--- src/rtl/fp_issue_ctrl.sv ---
// fp_issue_ctrl: FP issue scoreboard with in-order result tag FIFO, write-back steering and drain control
module fp_issue_ctrl #(
  parameter int MAX_OUTSTANDING = 4,
  parameter int NUM_FPR = 32
) (
  input  logic clk_i,
  input  logic rst_i,
  input  logic dec_valid_i,
  output logic dec_ready_o,
  input  logic [4:0] dec_rs1_i,
  input  logic [4:0] dec_rs2_i,
  input  logic [4:0] dec_rs3_i,
  input  logic [2:0] dec_src_en_i,
  input  logic [4:0] dec_rd_i,
  input  logic dec_fp_wr_i,
  input  logic dec_int_wr_i,
  output logic fpu_in_valid_o,
  input  logic fpu_in_ready_i,
  input  logic fpu_out_valid_i,
  output logic fpu_out_ready_o,
  output logic wb_fp_we_o,
  output logic [4:0] wb_fp_waddr_o,
  output logic wb_int_we_o,
  output logic [4:0] wb_int_waddr_o,
  input  logic drain_i,
  output logic drain_done_o,
  output logic [$clog2(MAX_OUTSTANDING):0] outstanding_o,
  output logic error_o
);
  localparam int PW = $clog2(MAX_OUTSTANDING);
  localparam int CW = PW + 1;
  typedef enum logic [1:0] {RUN, DRAIN, HOLD} state_t;
  state_t state_q, state_d;
  logic [NUM_FPR-1:0] sb_q, sb_d;
  logic [6:0] fifo_q [MAX_OUTSTANDING];
  logic [6:0] fifo_d [MAX_OUTSTANDING];
  logic [PW-1:0] wptr_q, wptr_d, rptr_q, rptr_d;
  logic [CW-1:0] cnt_q, cnt_d;
  logic err_q, err_d;
  logic hazard, full, empty, issue, retire;
  logic [6:0] head;
  always_comb begin
    head = fifo_q[rptr_q];
    hazard = (dec_src_en_i[0] & sb_q[dec_rs1_i]) | (dec_src_en_i[1] & sb_q[dec_rs2_i]) |
             (dec_src_en_i[2] & sb_q[dec_rs3_i]) | (dec_fp_wr_i & sb_q[dec_rd_i]);
    full = cnt_q == CW'(MAX_OUTSTANDING);
    empty = cnt_q == '0;
    fpu_in_valid_o = ~rst_i & (state_q == RUN) & ~drain_i & dec_valid_i & ~hazard & ~full;
    dec_ready_o = fpu_in_valid_o & fpu_in_ready_i;
    issue = dec_ready_o;
    fpu_out_ready_o = ~rst_i & ~empty;
    retire = fpu_out_valid_i & fpu_out_ready_o;
    wb_fp_we_o = retire & head[6];
    wb_int_we_o = retire & head[5];
    wb_fp_waddr_o = rst_i ? '0 : head[4:0];
    wb_int_waddr_o = rst_i ? '0 : head[4:0];
    drain_done_o = ~rst_i & (state_q == DRAIN) & empty;
    outstanding_o = cnt_q;
    error_o = err_q;
    err_d = err_q | (fpu_out_valid_i & empty);
    fifo_d = fifo_q;
    if (issue) fifo_d[wptr_q] = {dec_fp_wr_i, dec_int_wr_i, dec_rd_i};
    wptr_d = issue ? wptr_q + PW'(1) : wptr_q;
    rptr_d = retire ? rptr_q + PW'(1) : rptr_q;
    cnt_d = cnt_q + CW'(issue) - CW'(retire);
    sb_d = sb_q;
    if (retire & head[6]) sb_d[head[4:0]] = 1'b0;
    if (issue & dec_fp_wr_i) sb_d[dec_rd_i] = 1'b1;
    state_d = state_q == RUN ? (drain_i ? DRAIN : RUN) :
              state_q == DRAIN ? (empty ? (drain_i ? HOLD : RUN) : DRAIN) :
              (drain_i ? HOLD : RUN);
  end
  always_ff @(posedge clk_i) begin
    if (rst_i) begin
      state_q <= RUN;
      sb_q <= '0;
      wptr_q <= '0;
      rptr_q <= '0;
      cnt_q <= '0;
      err_q <= 1'b0;
    end else begin
      state_q <= state_d;
      sb_q <= sb_d;
      wptr_q <= wptr_d;
      rptr_q <= rptr_d;
      cnt_q <= cnt_d;
      err_q <= err_d;
    end
  end
  always_ff @(posedge clk_i) fifo_q <= fifo_d;
endmodule

--- config.mk ---
export PLATFORM = sky130hd
export DESIGN_NAME = fp_issue_ctrl
export DESIGN_NICKNAME = d
export VERILOG_FILES = /design/src/rtl/fp_issue_ctrl.sv
export SDC_FILE = /design/constraint.sdc
export NUM_CORES = 1
export LEC_CHECK = 0
export ABC_AREA = 1
export BUFFER_PORTS_ARGS = -buffer_cell sky130_fd_sc_hd__buf_2
export CORE_AREA = 5 5 114 116
export CTS_BUF_LIST = sky130_fd_sc_hd__clkbuf_4
export CTS_CLUSTER_SIZE = 30
export DETAILED_ROUTE_END_ITERATION = 10
export DIE_AREA = 0 0 119 121
export GPL_ROUTABILITY_DRIVEN = 0
export SLEW_MARGIN = 20
export SYNTH_ARGS = -nofsm -noshare
export SYNTH_HDL_FRONTEND = slang
export SYNTH_SLANG_ARGS = --single-unit
--- constraint.sdc ---
create_clock -name clk_i -period 3 [get_ports clk_i]
set_input_delay 0.15 -clock clk_i [delete_from_list [all_inputs] [get_ports clk_i]]
set_output_delay 0.15 -clock clk_i [all_outputs]
set_load 0.01 [all_outputs]
-- Word-level counts from Yosys, hierarchy flattened
Index checks and enable logic that the tools add are counted.
- add/sub/neg operators: 4
- multipliers: 0
- divide/modulo/power cells: 0
- magnitude comparators: 10
- equal/unequal tests: 2
- shift operators: 0
- muxes and demuxes: 26
- bitwise gates (word level): 32
- reduce and logical (&&, ||, !) cells: 5
- operators by type and width (kind ; number):
    32-bit two-way mux ; 2
    32-bit bitwise AND ; 1
    32-bit inverter ; 1
    32-bit bitwise OR ; 1
    5-bit by 6-bit < comparator with 1-bit output (second input constant) ; 5
    28-bit bitwise mux ; 1
    7-bit two-way mux ; 3
    1-bit binary-select mux with 5-bit select ; 4
    1-bit bitwise AND ; 18
    7-bit binary-select mux with 2-bit select ; 1
    7-bit demux with 2-bit select ; 1
    1-bit demux with 5-bit select ; 2
    5-bit by 1-bit greater-or-equal comparator with 1-bit output (second input constant) ; 2
    2-bit two-way mux ; 4
    1-bit two-way mux ; 7
    3-bit greater-or-equal comparator (second input constant) ; 2
    2-bit inverter with 3-bit output ; 2
    5-bit two-way mux ; 1
    1-bit inverter ; 5
    2-bit by 1-bit adder with 2-bit output (second input constant) ; 2
    1-bit bitwise OR ; 4
    3-bit by 1-bit adder with 3-bit output ; 1
    3-bit == test (second input constant) ; 1
    1-bit logical AND ; 3
    other kinds (5) ; 5
- register bits after elaboration: 70
- bits in latches: 0
- RAM bits: 0
- ROM bits: 0
- input port bits: 31
- memories: 0

-- Longest topological paths before layout
- depth in word-level cells: 13
- mapped depth: 18

-- Worst setup path before layout
OpenSTA, ideal clock, no wires.
- path type: input port to flip-flop
- start point: input dec_rd_i[1]
- end point: register cnt_q[2], in the netlist outstanding_o[2]
- arrival time: 2.123 ns
- required time: 2.872 ns
- slack: 0.750 ns
- cell stages on the path: 18
- path buffers: 1
- path through: buf_6 inv_2 nor2_1 nand2_1 nand3_1 nand2_1 nand2_1 nor2_1 nand2_1 nand2_1 nand3_2 nor2_4 nand2_2 inv_1 ha_1 fa_1 xnor2_1 nor2_1
- word-level cells in the longest chain between the ends: 10
- RTL lines (what ; line ; text):
    from (decl) ; 14 ; input logic [4:0] dec_rd_i,
    1-bit binary-select mux with 5-bit select ; 45 ; (dec_src_en_i[2] & sb_q[dec_rs3_i]) | (dec_fp_wr_i & sb_q[dec_rd_i]);
    1-bit two-way mux (implied by the code) ; 45 ;
    1-bit bitwise AND ; 45 ;
    1-bit bitwise OR ; 45 ;
    1-bit inverter ; 48 ; fpu_in_valid_o = ~rst_i & (state_q == RUN) & ~drain_i & dec_valid_i & ~hazard & ~full;
    1-bit bitwise AND (2 in series) ; 48 ;
    1-bit bitwise AND ; 49 ; dec_ready_o = fpu_in_valid_o & fpu_in_ready_i;
    net dec_ready_o ; 9 ; output logic dec_ready_o,
    3-bit by 1-bit adder with 3-bit output ; 65 ; cnt_d = cnt_q + CW'(issue) - CW'(retire);
    3-bit by 1-bit subtractor with 3-bit output ; 65 ;
    to (signal assigned) ; 86 ; cnt_q <= cnt_d;
    to (decl) ; 38 ; logic [CW-1:0] cnt_q, cnt_d;
The timed path passes the listed nets, and every way through them passes these cells. The select of a mux whose other input is x is not followed.
A chain may end at the register's enable or synchronous reset.

-- Worst setup path after layout
- start point: register sb_q[21]
- end point: register cnt_q[2], in the netlist outstanding_o[2]
- word-level cells in the longest chain between the ends: 12
- elaborated cells on any way between the ends: 21
- classes of those cells: add/sub (2); mux (8); bitwise (11)
- RTL lines (what ; line ; text):
    from (decl) ; 34 ; logic [NUM_FPR-1:0] sb_q, sb_d;
    from (signal assigned) ; 76 ; sb_q <= '0;
    from (signal assigned) ; 83 ; sb_q <= sb_d;
    1-bit binary-select mux with 5-bit select ; 44 ; hazard = (dec_src_en_i[0] & sb_q[dec_rs1_i]) | (dec_src_en_i[1] & sb_q[dec_rs2_i]) |
    1-bit two-way mux (implied by the code) ; 44 ;
    1-bit bitwise AND ; 44 ;
    1-bit bitwise OR (2 in series) ; 44 ;
    1-bit bitwise OR (*) ; 45 ;
    1-bit inverter (*) ; 48 ;
    1-bit bitwise AND (*) (2 in series) ; 48 ;
    1-bit bitwise AND (*) ; 49 ;
    3-bit by 1-bit adder with 3-bit output (*) ; 65 ;
    3-bit by 1-bit subtractor with 3-bit output (*) ; 65 ;
Mark *: on every way between the ends. The rest lies on a longest branch, timed or not. The select of a mux whose other input is x is not followed.

==> reports/results.txt <==
R2r endpoint -> outstanding_o[2]$_SDFF_PP0_
Largest net degree at the start of global routing -> 44
Register area -> 1682 um^2
Nets -> 753
Hold Crit Start -> dec_rd_i[4]
RSZ-0062 raised after global routing -> no
Worst reg2reg setup slack -> 0.50 ns
Setup Fix Bufs, Post-CTS -> 0
CP Data Required Time -> 3.31 ns
Status -> finished, final reports clean
Hold_buf cts -> 3
Vias/cell -> 5.599
Worst-Skew Late Latency -> 0.42 ns
Final cycle utilization of the critical path -> 83.41%
Multi-input gate area -> 2421 um^2
Synth Area per Inst -> 6.717 um^2
Startpoint Class -> flip-flop
Async set or reset register ratio after synthesis -> 0%
Yosys top cell area share -> 18.30%
Avg WL per Cell -> 16.71 um
GR Util All Layers -> 20.04%
Post-synthesis cell count -> 684
FF+latch count, synth -> 70
Cells along the critical path -> nand2_1 -> nand3_1 -> nand3_1 -> nand2_1 -> nand2_1 -> nand3_1 -> nand3_1 -> nand2_2 -> nor2_4 -> nand2_2 -> inv_1 -> ha_1 -> fa_1 -> xnor2_1 -> nor2_1
Syn_nets -> 722
# rows -> 40
Peak Freq -> 0.3996 GHz
CTS buffer count -> 9
Share of post-route cells with drive strength above 1 -> 11.81%
CP endpoint kind -> flip-flop
Sw Share -> 30.38%
Clk network pwr share -> 31.9%
Max-cap violation count -> 0
Post-Syn Area -> 4594 um^2
Core area -> 11810 um^2
P_int -> 1495 uW
Commonest cells post-synth -> 209 x nand2_1, 100 x nand3_1, 65 x nor2_1, 49 x inv_1, 42 x dfxtp_1
Die height -> 121 um
Vias in the first global route -> 4350
Layout area overhead -> 8.578%
CP bufs+invs -> 1
CTS tree -> yes
Min Tclk post-route -> 2.502 ns
Root buffer cell -> clkbuf_4
I/O pin total -> 51
ANT nets after route -> 0
Crit path top cell by count -> nand3_1
Most frequent cell after synthesis -> nand2_1
RR Startpoint -> sb_q[21]$_SDFF_PP0_
Drt total wl -> 14.50 mm
R2R depth -> 15
Worst stage delay on the critical path -> 0.52 ns
Post-route DRC -> 0
Clock Tree Buf Depth -> 2
Main flop type after synthesis -> dfxtp_1
WHS Path Cells -> 1
DRT iter0 DRCs -> 473
Register area share after synthesis -> 36.60%
First-pass GRT wire length -> 22.87 mm
Leak -> 0.002027 uW
Switching Power -> 652.2 uW
Starting Density -> 38.90%
Slew at the pin closest to its max-slew limit -> 0.5735 ns
CP arrival -> 2.82 ns
Leading area contributor after synthesis -> dfxtp_1
Final Max Slew Viols -> 0
TNS Setup -> 0 ns
Gr ovfl total -> 0
Flop pwr share -> 47.7%
I/O Buffers -> 50
Cell area after layout -> 4989 um^2
WS Path Type -> reg -> reg
Crit-path leading delay family -> simple AND/OR/NAND/NOR gates
Crit path max-delay cell type -> dfxtp_1
Worst min path class -> in -> reg
Number of synthesized flops with an enable pin -> 28
Area post-placement -> 4800 um^2
Initial antenna violation count -> 1
Netlist cell types -> 29
Clk sink count -> 70
Die area -> 14400 um^2
Worst Skew -> 0.01648 ns
Hold Vio Cnt, Final -> 0
Final setup vio count -> 0
Die extent in x -> 119 um
Rel. slew slack -> 61.76%
# resized after CTS -> 0
Top post-synthesis cells by area -> dfxtp_1 18%, edfxtp_1 18%, nand2_1 17%, nand3_1 11%, nor2_1 5.3%
H-Tree Depth -> 3
# fillers -> 1255
Post-DP HPWL -> 10.37 mm
Logic pwr share -> 20.4%
Total number of yosys warnings -> 0
CP Max Fanout -> 9
Clock slew at reported path FFs -> 0.12 ns
Pwr dens -> 430.3 nW/um^2
Worst Hold Path EP -> fifo_q[11]$_DFFE_PP_
Vias -> 4860
Worst VDD drop -> 302.1 uV
Pre-antenna DRT Iters -> 5
==> layout make-up <==
type	instances	share of cell area, %
clock inverter	5	1.480
timing repair buffer	61	6.822
tap	147	3.687
sequential	70	33.71
multi-input combinational	519	48.53
inverter	54	4.063
clock buffer	11	1.655
antenna	1	0.05016
==> layer usage <==
| layer | track usage [%] | part of all wire [%] | vias up |
|---|---|---|---|
| li1 | - | - | 2351 |
| met1 | 26.13 | 42 | 2239 |
| met2 | 32.46 | 46 | 224 |
| met3 | 4.009 | 7.7 | 46 |
| met4 | 8.182 | 3.7 | 0 |
| met5 | 0 | 0 | - |
==> power by group through the flow <==
stage                     Clock [uW]  Sequential (uW)  Combinational [uW]
after global placement             0             1040                 423
after CTS                        698             1020                 437
after detailed placement           0             1050                 432
after floorplan                    0             1050                 311
after global routing             747             1030                 487
final                            684             1020                 439
==> layout by cell type (no fill, tap or decap), types with 2 or more instances in the layout <==
cell,netlist,layout
a21oi_1,40,40
a32oi_1,4,4
buf_2,12,50
buf_4,8,8
bufinv_16,0,2
clkbuf_4,0,11
clkinv_2,0,2
dfxtp_1,42,42
dlygate4sd3_1,0,3
edfxtp_1,28,28
ha_1,6,6
inv_1,49,49
inv_2,5,5
nand2_1,209,209
nand2_2,2,2
nand3_1,100,100
nand3_2,3,3
nand4_1,35,35
nor2_1,65,65
nor3_1,9,9
o21ai_0,36,36
xnor2_1,2,2
==> registers in the layout, summed over array words and instances, names as in the netlist <==
name and cells:
error_o 1, fifo_q 28, outstanding_o 3, rptr_q 2, sb_q 32, state_q 2
wptr_q 2
==> stage by stage <==
stage	utilization, %	hold WS [ns]	worst slack (ns)	cells	power [uW]
3_3_place_gp	40.64	0.3655	0.4201	848	1467
6_report	42.24	0.05028	0.4978	868	2147
4_1_cts	42.21	0.02194	0.5264	867	2159
2_1_floorplan	-	0.2489	0.7499	684	1361
3_5_place_dp	40.64	0.3652	0.2864	848	1478
5_1_grt	42.24	0.02582	0.2838	868	2261
==> worst max path at each step <==
stage	startpoint	slack, ns	cells after the start	to
finish	sb_q[21]$_SDFF_PP0_	0.50	15	outstanding_o[2]$_SDFF_PP0_
global route	sb_q[31]$_SDFF_PP0_	0.28	15	outstanding_o[2]$_SDFF_PP0_
CTS	rptr_q[0]$_SDFFE_PP0P_	0.53	7	wb_int_waddr_o[2]
detailed placement	dec_rd_i[1]	0.29	18	outstanding_o[2]$_SDFF_PP0_
global placement	dec_rd_i[1]	0.42	18	outstanding_o[2]$_SDFF_PP0_
floorplan	dec_rd_i[1]	0.75	18	outstanding_o[2]$_SDFF_PP0_
==> cell families after synthesis <==
group / share of synthesized area [%]
AND/OR/NAND/NOR: 40.33
buffers and inverters: 10.70
AO/OA/AOI/OAI: 9.913
flip-flops: 36.60
adder cells (fa/ha/maj): 2.070
XOR/XNOR: 0.3813
Note: power is estimated with default switching activity, not from simulation.
